File: src/rtl/lc3b_types.sv
// Shared LC-3b datapath types used across the cache slice.
package lc3b_types;

    typedef logic [15:0] lc3b_word;
    typedef logic [2:0]  lc3b_index;
    typedef logic [8:0]  lc3b_tag;

endpackage : lc3b_types

File: src/rtl/cache_perf_counter.sv
// Saturating event counter with synchronous clear and asynchronous reset.
module cache_perf_counter #(
    parameter int CNT_WIDTH = 16
) (
    input  logic                 clk,
    input  logic                 reset,
    input  logic                 inc,
    input  logic                 clr,
    output logic [CNT_WIDTH-1:0] count
);

    localparam logic [CNT_WIDTH-1:0] CNT_ONE = {{(CNT_WIDTH-1){1'b0}}, 1'b1};
    localparam logic [CNT_WIDTH-1:0] CNT_MAX = {CNT_WIDTH{1'b1}};

    // Count events, holding at all-ones; clear wins over increment.
    always_ff @(posedge clk or posedge reset) begin
        if (reset) begin
            count <= '0;
        end else if (clr) begin
            count <= '0;
        end else if (inc && (count != CNT_MAX)) begin
            count <= count + CNT_ONE;
        end else begin
            count <= count;
        end
    end

endmodule : cache_perf_counter

File: src/rtl/cache_control.sv
// Write-back, write-allocate cache controller FSM with hit/miss counters.
module cache_control
    import lc3b_types::*;
#(
    parameter int CNT_WIDTH = 16
) (
    input  logic                 clk,
    input  logic                 reset,
    input  logic                 mem_read,
    input  logic                 mem_write,
    output logic                 mem_resp,
    input  logic                 hit,
    input  logic                 dirty,
    output logic                 pmem_read,
    output logic                 pmem_write,
    input  logic                 pmem_resp,
    output logic                 pmem_addr_sel,
    output logic                 data_sel,
    output logic                 load_data,
    output logic                 load_tag,
    output logic                 load_valid,
    output logic                 load_dirty,
    output logic                 dirty_in,
    input  logic                 clear_counts,
    output logic [CNT_WIDTH-1:0] hit_count,
    output logic [CNT_WIDTH-1:0] miss_count
);

    typedef enum logic [1:0] {
        S_IDLE      = 2'd0,
        S_WRITEBACK = 2'd1,
        S_ALLOCATE  = 2'd2
    } state_t;

    state_t state;
    state_t next_state;
    logic   miss_pend;
    logic   miss_exit;
    logic   req;

    // Ungated decode; every output is forced low while reset is high.
    logic resp_raw, pmem_read_raw, pmem_write_raw, addr_sel_raw, data_sel_raw;
    logic load_data_raw, load_tag_raw, load_valid_raw, load_dirty_raw, dirty_in_raw;

    assign req = mem_read | mem_write;

    // Next-state and output decode; a simultaneous read+write follows the write path.
    always_comb begin
        next_state     = state;
        miss_exit      = 1'b0;
        resp_raw       = 1'b0;
        pmem_read_raw  = 1'b0;
        pmem_write_raw = 1'b0;
        addr_sel_raw   = 1'b0;
        data_sel_raw   = 1'b0;
        load_data_raw  = 1'b0;
        load_tag_raw   = 1'b0;
        load_valid_raw = 1'b0;
        load_dirty_raw = 1'b0;
        dirty_in_raw   = 1'b0;
        case (state)
            S_IDLE: begin
                if (req && hit) begin
                    resp_raw = 1'b1;
                    if (mem_write) begin
                        load_data_raw  = 1'b1;
                        load_dirty_raw = 1'b1;
                        dirty_in_raw   = 1'b1;
                    end else begin
                        load_data_raw  = 1'b0;
                    end
                end else if (req) begin
                    miss_exit  = 1'b1;
                    next_state = dirty ? S_WRITEBACK : S_ALLOCATE;
                end else begin
                    next_state = S_IDLE;
                end
            end
            S_WRITEBACK: begin
                pmem_write_raw = 1'b1;
                addr_sel_raw   = 1'b1;
                if (pmem_resp) begin
                    next_state = S_ALLOCATE;
                end else begin
                    next_state = S_WRITEBACK;
                end
            end
            S_ALLOCATE: begin
                pmem_read_raw = 1'b1;
                if (pmem_resp) begin
                    load_data_raw  = 1'b1;
                    data_sel_raw   = 1'b1;
                    load_tag_raw   = 1'b1;
                    load_valid_raw = 1'b1;
                    load_dirty_raw = 1'b1;
                    next_state     = S_IDLE;
                end else begin
                    next_state = S_ALLOCATE;
                end
            end
            default: begin
                next_state = S_IDLE;
            end
        endcase
    end

    assign mem_resp      = resp_raw       & ~reset;
    assign pmem_read     = pmem_read_raw  & ~reset;
    assign pmem_write    = pmem_write_raw & ~reset;
    assign pmem_addr_sel = addr_sel_raw   & ~reset;
    assign data_sel      = data_sel_raw   & ~reset;
    assign load_data     = load_data_raw  & ~reset;
    assign load_tag      = load_tag_raw   & ~reset;
    assign load_valid    = load_valid_raw & ~reset;
    assign load_dirty    = load_dirty_raw & ~reset;
    assign dirty_in      = dirty_in_raw   & ~reset;

    // State register; reset abandons any in-flight pmem transaction.
    always_ff @(posedge clk or posedge reset) begin
        if (reset) begin
            state <= S_IDLE;
        end else begin
            state <= next_state;
        end
    end

    // Remember that the current request missed so its eventual response is not counted as a hit.
    always_ff @(posedge clk or posedge reset) begin
        if (reset) begin
            miss_pend <= 1'b0;
        end else if (miss_exit) begin
            miss_pend <= 1'b1;
        end else if (resp_raw) begin
            miss_pend <= 1'b0;
        end else begin
            miss_pend <= miss_pend;
        end
    end

    cache_perf_counter #(.CNT_WIDTH(CNT_WIDTH)) u_hit_counter (
        .clk   (clk),
        .reset (reset),
        .inc   (resp_raw & ~miss_pend),
        .clr   (clear_counts),
        .count (hit_count)
    );

    cache_perf_counter #(.CNT_WIDTH(CNT_WIDTH)) u_miss_counter (
        .clk   (clk),
        .reset (reset),
        .inc   (miss_exit),
        .clr   (clear_counts),
        .count (miss_count)
    );

endmodule : cache_control

File: config.mk
export PLATFORM = sky130hd
export DESIGN_NAME = cache_control
export DESIGN_NICKNAME = d
export VERILOG_FILES = /design/src/rtl/lc3b_types.sv /design/src/rtl/cache_perf_counter.sv /design/src/rtl/cache_control.sv
export SDC_FILE = /design/constraint.sdc
export NUM_CORES = 1
export LEC_CHECK = 0
export ABC_CLOCK_PERIOD_IN_PS = 4450
export BUFFER_PORTS_ARGS = -buffer_cell sky130_fd_sc_hd__buf_4
export CAP_MARGIN = 15
export CORE_MARGIN = 2
export CORE_UTILIZATION = 58
export DETAILED_ROUTE_END_ITERATION = 10
export GPL_TIMING_DRIVEN = 0
export PLACE_DENSITY_LB_ADDON = 0.3
export SLEW_MARGIN = 20
export SYNTH_ARGS = -nofsm -noshare
export SYNTH_HDL_FRONTEND = slang
export SYNTH_HIERARCHICAL = 1
export SYNTH_SLANG_ARGS = --single-unit
File: constraint.sdc
create_clock -name clk -period 4.45 [get_ports clk]
set_input_delay 0.445 -clock clk [delete_from_list [all_inputs] [get_ports clk]]
set_output_delay 0.445 -clock clk [all_outputs]
set_load 0.05 [all_outputs]
==> run_results.csv, run 1 <==
group,metric,value,unit
die,die_x,64.4,um
timing,worstMarginPinSlew,686,ps
critical_path,cp_slowest_stage_delay,520,ps
timing,hold_viol,0,
routing,wl_per_cell,14.9,um
global_routing,gr-total-overflow,0,
die,initial_core_util,61.9,%
routing,drt-total-wl,5000,um
power_and_ir_drop,cellPowerDensity,290,nW/um^2
timing,period_share,56.7,%
status,status,"complete, no violations",
timing,setup_viol,0,
layout,num-fill-cells,280,
global_routing,grt_max_degree,17,
cts,cts_tree,"done",
critical_path,worstPathRequired,4720,ps
global_routing,grtUsageTotal,26.6,%
die,ios,50,
worst_hold_path,hp-class,"in -> reg",
timing,timing.fmax,396,MHz
global_routing,grt_pass1_vias,1892,
power_and_ir_drop,irDropWorstVdd,0.196,mV
critical_path,crit_fanout,10,
synthesis,synth_edf_count,0,
die,die_area,4140,um^2
power_and_ir_drop,clkPwrFrac,22.1,%
global_routing,antenna_found_initial,0,
global_routing,grt_pass1_wl,8590,um
synthesis,synthArstFlopShare,100,%
synthesis,synth_seq_area_share,41.4,%
routing,via_per_inst,6.22,
power_and_ir_drop,pwr-share-comb,30.7,%
cts,cts.clk_slew.worst_paths,110,ps
layout,nets,299,
power_and_ir_drop,seq_power_share,47.2,%
timing,rsz0062_at_grt,"no",
cts,cts-root-buf,"clkbuf_4",
timing,finClkSkew,7.97,ps
critical_path,start_kind,"flop",
die,rows,21,
cts,cts.repair.resized,0,
critical_path,path_cells,"buf_6 -> nor2_1 -> nand3b_1 -> nor2_1 -> clkbuf_2 -> nand3_1 -> or4_4 -> or4_1 -> a21oi_1",
critical_path,crit_type,"reg -> reg",
cts,postCtsSetupBuffers,0,
routing,drc_errors,0,
layout,area.growth.synth_to_final,22.6,%
synthesis,ys_dominant_reg_cell,"dfrtp_1",
power_and_ir_drop,p_switching,271,uW
cts,postCtsHoldBufs,1,
timing,maxSlewViolCount,0,
cts,htree_levels,2,
synthesis,syn_inst,233,
critical_path,arrival,2790,ps
critical_path,worstSetupEndpointType,"flop",
placement,globalplace.congestion,0.909,
layout,diodes,0,
power_and_ir_drop,total_power,751,uW
critical_path,worst_path_max_delay_cell,"or4_4",
synthesis,netlist-cell-type-count,36,
die,die_h,64.4,um
timing,finalSetupTns,0,ps
synthesis,syn_nets,243,
synthesis,avgSynthCellArea,9.07,um^2
power_and_ir_drop,internal_power,480,uW
timing,relSlewSlack,53.9,%
power_and_ir_drop,leakagePower,1.08,nW
flow_run,maxCapViolCount,0,
cts,cts_buffer_depth,2,
power_and_ir_drop,swShare,36.1,%
cts,clkLatencyLatePin,340,ps
routing,detail_route.first_pass.iterations,5,
routing,ant_nets,0,
cts,numCtsBuffers,5,
layout,drive_above_1_share,25.9,%
timing,period_minus_slack,2520,ps
placement,dp_hpwl,3600,um
die,coreArea,3420,um^2
critical_path,path_common_cell,"nor2_1",
synthesis,ys_seq_elements,35,
routing,drt_iter0_drc,179,
routing,vias,2090,
cts,cts_sinks,35,
synthesis,yosys_warnings,6,
placement,portBuffers,48,
synthesis,synthesis.area,2110,um^2
==> placed cells by master (no fill, tap or decap), types with 2 or more instances in the layout <==
| cell | instances |
|---|---|
| a21oi_1 | 25 |
| a31oi_1 | 2 |
| and4_1 | 2 |
| buf_4 | 54 |
| clkbuf_1 | 4 |
| clkbuf_2 | 2 |
| clkbuf_4 | 5 |
| dfrtp_1 | 35 |
| dlygate4sd1_1 | 2 |
| ha_1 | 2 |
| inv_1 | 8 |
| mux2_2 | 4 |
| mux2i_1 | 2 |
| nand2_1 | 13 |
| nand2b_1 | 4 |
| nand3_1 | 14 |
| nand3b_1 | 3 |
| nand4_1 | 8 |
| nand4_4 | 2 |
| nor2_1 | 10 |
| nor2b_1 | 6 |
| nor3_1 | 11 |
| nor3b_1 | 2 |
| nor4_1 | 7 |
| o21ai_0 | 11 |
| o31ai_1 | 10 |
| o41ai_1 | 4 |
| or3_1 | 13 |
| or3_2 | 2 |
| or4_1 | 12 |
| or4_2 | 2 |
| or4_4 | 2 |
==> worst paths after layout <==
kind / startpoint / end / slack, ps / cells after the start
max reg2reg: state[0] / u_hit_counter/count[13] / 1930 / 9
max: state[0] / u_hit_counter/count[13] / 1930 / 9
min: clear_counts / u_hit_counter/count[7] / 320 / 2
min reg2reg: miss_pend / miss_pend / 520 / 1
min in group asynchronous: reset / state[0] / 570 / 3
max in group asynchronous: reset / u_hit_counter/count[11] / 3250 / 3
==> metrics by stage <==
| stage | std cells | util, % | area, um^2 | hold WS [ps] | worst slack (ps) |
|---|---|---|---|---|---|
| 5_1_grt | 336 | 75.9 | 2590 | 311 | 1700 |
| 2_1_floorplan | 233 | - | 2110 | 199 | 1750 |
| 3_5_place_dp | 327 | 74.1 | 2530 | 374 | 1960 |
| 4_1_cts | 336 | 75.9 | 2590 | 303 | 1930 |
| 3_3_place_gp | 327 | 74.1 | 2530 | 366 | 2000 |
| 6_report | 336 | 75.9 | 2590 | 320 | 1930 |
==> Yosys cell counts, types with 2 or more instances <==
cell / count / area [um^2]
or3_1: 13 / 81.3
mux2_2: 4 / 45.0
clkbuf_2: 2 / 10.0
and4_1: 2 / 17.5
nor2b_1: 6 / 37.5
dlygate4sd1_1: 2 / 17.5
nor2_1: 10 / 37.5
nand2_1: 13 / 48.8
o21ai_0: 11 / 55.1
inv_1: 8 / 30.0
dfrtp_1: 35 / 876
clkbuf_1: 2 / 7.51
or4_4: 2 / 22.5
mux2i_1: 2 / 20.0
nand4_4: 2 / 42.5
ha_1: 2 / 25.0
nand4_1: 8 / 50.1
or4_2: 2 / 17.5
nor3_1: 11 / 55.1
or4_1: 12 / 90.1
nor3b_1: 2 / 15.0
or3_2: 2 / 15.0
nand3b_1: 3 / 22.5
buf_4: 6 / 45.0
o31ai_1: 10 / 75.1
a21oi_1: 25 / 125
o41ai_1: 4 / 35.0
a31oi_1: 2 / 12.5
nor4_1: 7 / 43.8
nand2b_1: 4 / 25.0
nand3_1: 14 / 70.1
==> state kept, by name (all words and copies together) (netlist names) <==
name	flops
miss_pend	1
u_miss_counter/count	16
state	2
u_hit_counter/count	16
==> logic make-up (layout without fill, tap and decap cells) <==
family / after synthesis / in the layout / share of synthesized area [%]
compound gates: 55 / 55 / 15.4
fa+ha+maj: 2 / 2 / 1.18
buf+inv: 21 / 78 / 5.74
flops: 35 / 35 / 41.4
mux: 6 / 6 / 3.08
simple gates: 114 / 114 / 33.2
==> layout make-up <==
cell class / count / area, um^2 / area share, %
timing repair buffer: 49 / 370 / 14.3
multi-input combinational: 177 / 1120 / 43.1
sequential: 35 / 876 / 33.8
buffer: 13 / 91.3 / 3.52
tap: 46 / 57.6 / 2.22
clock buffer: 7 / 45.0 / 1.74
clock inverter: 1 / 5.00 / 0.193
inverter: 8 / 30.0 / 1.16
==> power by group through the flow <==
stage          clock (mW)  combinational [mW]  sequential [mW]
5_1_grt             0.187               0.247            0.358
4_1_cts             0.172               0.231            0.354
6_report            0.166               0.230            0.355
3_3_place_gp            0               0.226            0.360
2_1_floorplan           0               0.157            0.374
3_5_place_dp            0               0.229            0.361
==> metal layers <==
metal  track usage (%)  vias up  routed length [um]
met3              5.81       13                 286
met4              11.2        0                 114
met2              44.4       73                2550
met5                 0        -                   0
li1                  -     1004                   -
met1              33.1     1000                2050
==> critical path: cells and delay by family, from the launching register on <==
family                 cells  cell delay, ps
DFF                        1             390
AOI/OAI and AO/OA          1             150
buffers and inverters      2             330
and+or+nand+nor            6            1590
Note: power is estimated with default switching activity, not from simulation.
==> inputs of run 2 (changes only) <==
ABC_CLOCK_PERIOD_IN_PS = 2500   (was 4450)
CORE_UTILIZATION = 53   (was 58)
clock period = 2.5 ns   (was 4.45 ns; I/O delays follow)
==> run_results.csv, run 2 (synthesis gave the netlist of run 1 again) <==
group,metric,value,unit
status,status,"complete, no violations",
critical_path,start_kind,"flop",
timing,hold_slack,196,ps
global_routing,grt_pass1_vias,1840,
placement,dp_hpwl,3660,um
timing,relSlewSlack,51.3,%
power_and_ir_drop,leakagePower,1.10,nW
cts,cts_sinks,35,
timing,hold_viol,0,
critical_path,arrival,2580,ps
layout,nets,299,
timing,period_share,94.7,%
cts,numCtsBuffers,5,
routing,ant_nets,0,
cts,cts-root-buf,"clkbuf_8",
cts,cts_tree,"done",
critical_path,r2r_slack,130,ps
cts,clkLatencyLatePin,280,ps
critical_path,worstPathRequired,2710,ps
critical_path,path_buf_inv,2,
routing,dr_wl_met3,300,um
critical_path,crit_type,"reg -> reg",
layout,final_area,2660,um^2
timing,finClkSkew,6.53,ps
worst_hold_path,hp-class,"in -> reg",
layout,area.growth.synth_to_final,26.0,%
layout,final_cell_mix,"buf_4, dfrtp_1, a21oi_1",
global_routing,gr-total-overflow,0,
layout,num-fill-cells,314,
power_and_ir_drop,cellPowerDensity,567,nW/um^2
routing,detail_route.first_pass.iterations,4,
timing,timing.fmax,423,MHz
global_routing,grtUsageTotal,24.8,%
die,ios,50,
critical_path,path_cells,"buf_6 -> nor2_2 -> nand3b_1 -> nor2_1 -> buf_2 -> nand3_2 -> or4_4 -> or4_1 -> a21oi_1",
die,die_x,67.1,um
critical_path,crit_family,"simple AND/OR/NAND/NOR gates",
global_routing,antenna_found_initial,0,
timing,worst_slack,133,ps
critical_path,worst_path_max_delay_cell,"or4_4",
critical_path,crit_fanout,10,
routing,dr_wl_met2,2770,um
layout,final_common_cell,"buf_4",
cts,cts_buffer_depth,2,
timing,maxSlewViolCount,0,
routing,drt-met1-wl,2120,um
cts,postCtsSetupBuffers,0,
global_routing,grt_max_degree,17,
timing,rsz0062_at_grt,"yes",
global_routing,grt_pass1_wl,8460,um
power_and_ir_drop,total_power,1.51,mW
layout,diodes,0,
routing,wl_per_cell,15.5,um
routing,drc_errors,0,
layout,drive_above_1_share,27.9,%
timing,period_minus_slack,2370,ps
die,initial_core_util,56.5,%
critical_path,cp_slowest_stage_delay,490,ps
routing,maxUsedRoutingLayer,"met4",
routing,vias,2068,
timing,setup_viol,0,
layout,largestRegisters,"u_hit_counter/count (16), u_miss_counter/count (16), state (2)",
die,coreArea,3740,um^2
cts,cts.clk_slew.worst_paths,70,ps
placement,portBuffers,48,
placement,place_area,2540,um^2
placement,pre_cts_ws,26.2,ps
critical_path,worstSetupEndpointType,"flop",
flow_run,maxCapViolCount,0,
die,die_area,4510,um^2
die,die_h,67.1,um
routing,via_per_inst,6.12,
power_and_ir_drop,irDropWorstVdd,0.364,mV
cts,htree_levels,2,
routing,drt-total-wl,5220,um
routing,drt_iter0_drc,209,
placement,globalplace.congestion,0.838,
die,rows,22,
timing,worstMarginPinSlew,724,ps
==> run 2: path summary, 6_finish.rpt <==
path / start / to / cells past startpoint
setup / recovery: state[0] / u_hit_counter/count[13] / 9
hold / removal: clear_counts / u_hit_counter/count[7] / 2
setup reg to reg: state[0] / u_hit_counter/count[13] / 9
hold reg to reg: miss_pend / miss_pend / 1
max in group asynchronous: reset / u_hit_counter/count[5] / 3
min in group asynchronous: reset / state[0] / 3
==> run 2: power breakdown <==
part / leakage, nW / internal [mW] / switching (mW)
clock: 0.0515 / 0.252 / 0.201
sequential: 0.482 / 0.599 / 0.0403
combinational: 0.567 / 0.154 / 0.266
==> run 2: repair_timing <==
item	in CTS	in global routing
endpoints found under the setup margin	1	4
cloned	0	0
hold buffers	1	0
resized for setup	1	4
endpoints found under the hold margin	3	0
==> run 2: metrics by stage <==
| step | util (%) | TNS (ps) | std cells |
|---|---|---|---|
| 2_1_floorplan | - | 0 | 233 |
| 3_3_place_gp | 67.8 | 0 | 329 |
| 3_5_place_dp | 67.8 | 0 | 329 |
| 4_1_cts | 70.9 | 0 | 338 |
| 5_1_grt | 71.1 | -22.5 | 338 |
| 6_report | 71.1 | 0 | 338 |
==> run 2: layout make-up <==
type                    instances  area (um^2)  area share [%]
clock buffers                   8          100            3.76
well taps                      48         60.1            2.26
plain buffers                  13         91.3            3.43
inverters                       8         30.0            1.13
flip-flops and latches         35          877            32.9
multi-input cells             177         1130            42.6
repair buffers                 49          370            13.9
==> run 2: metal layers <==
| metal | GRT usage, % | up-vias |
|---|---|---|
| li1 | - | 1002 |
| met5 | 0 | - |
| met3 | 4.50 | 2 |
| met2 | 45.3 | 73 |
| met4 | 8.42 | 0 |
| met1 | 29.1 | 991 |
==> run 2: worst reg2reg max path, cell delays in order, from the launching register on <==
cell and delay [ps]:
dfrtp_1 370, buf_6 140, nor2_2 120, nand3b_1 150
nor2_1 110, buf_2 200, nand3_2 180, or4_4 490
or4_1 410, a21oi_1 150
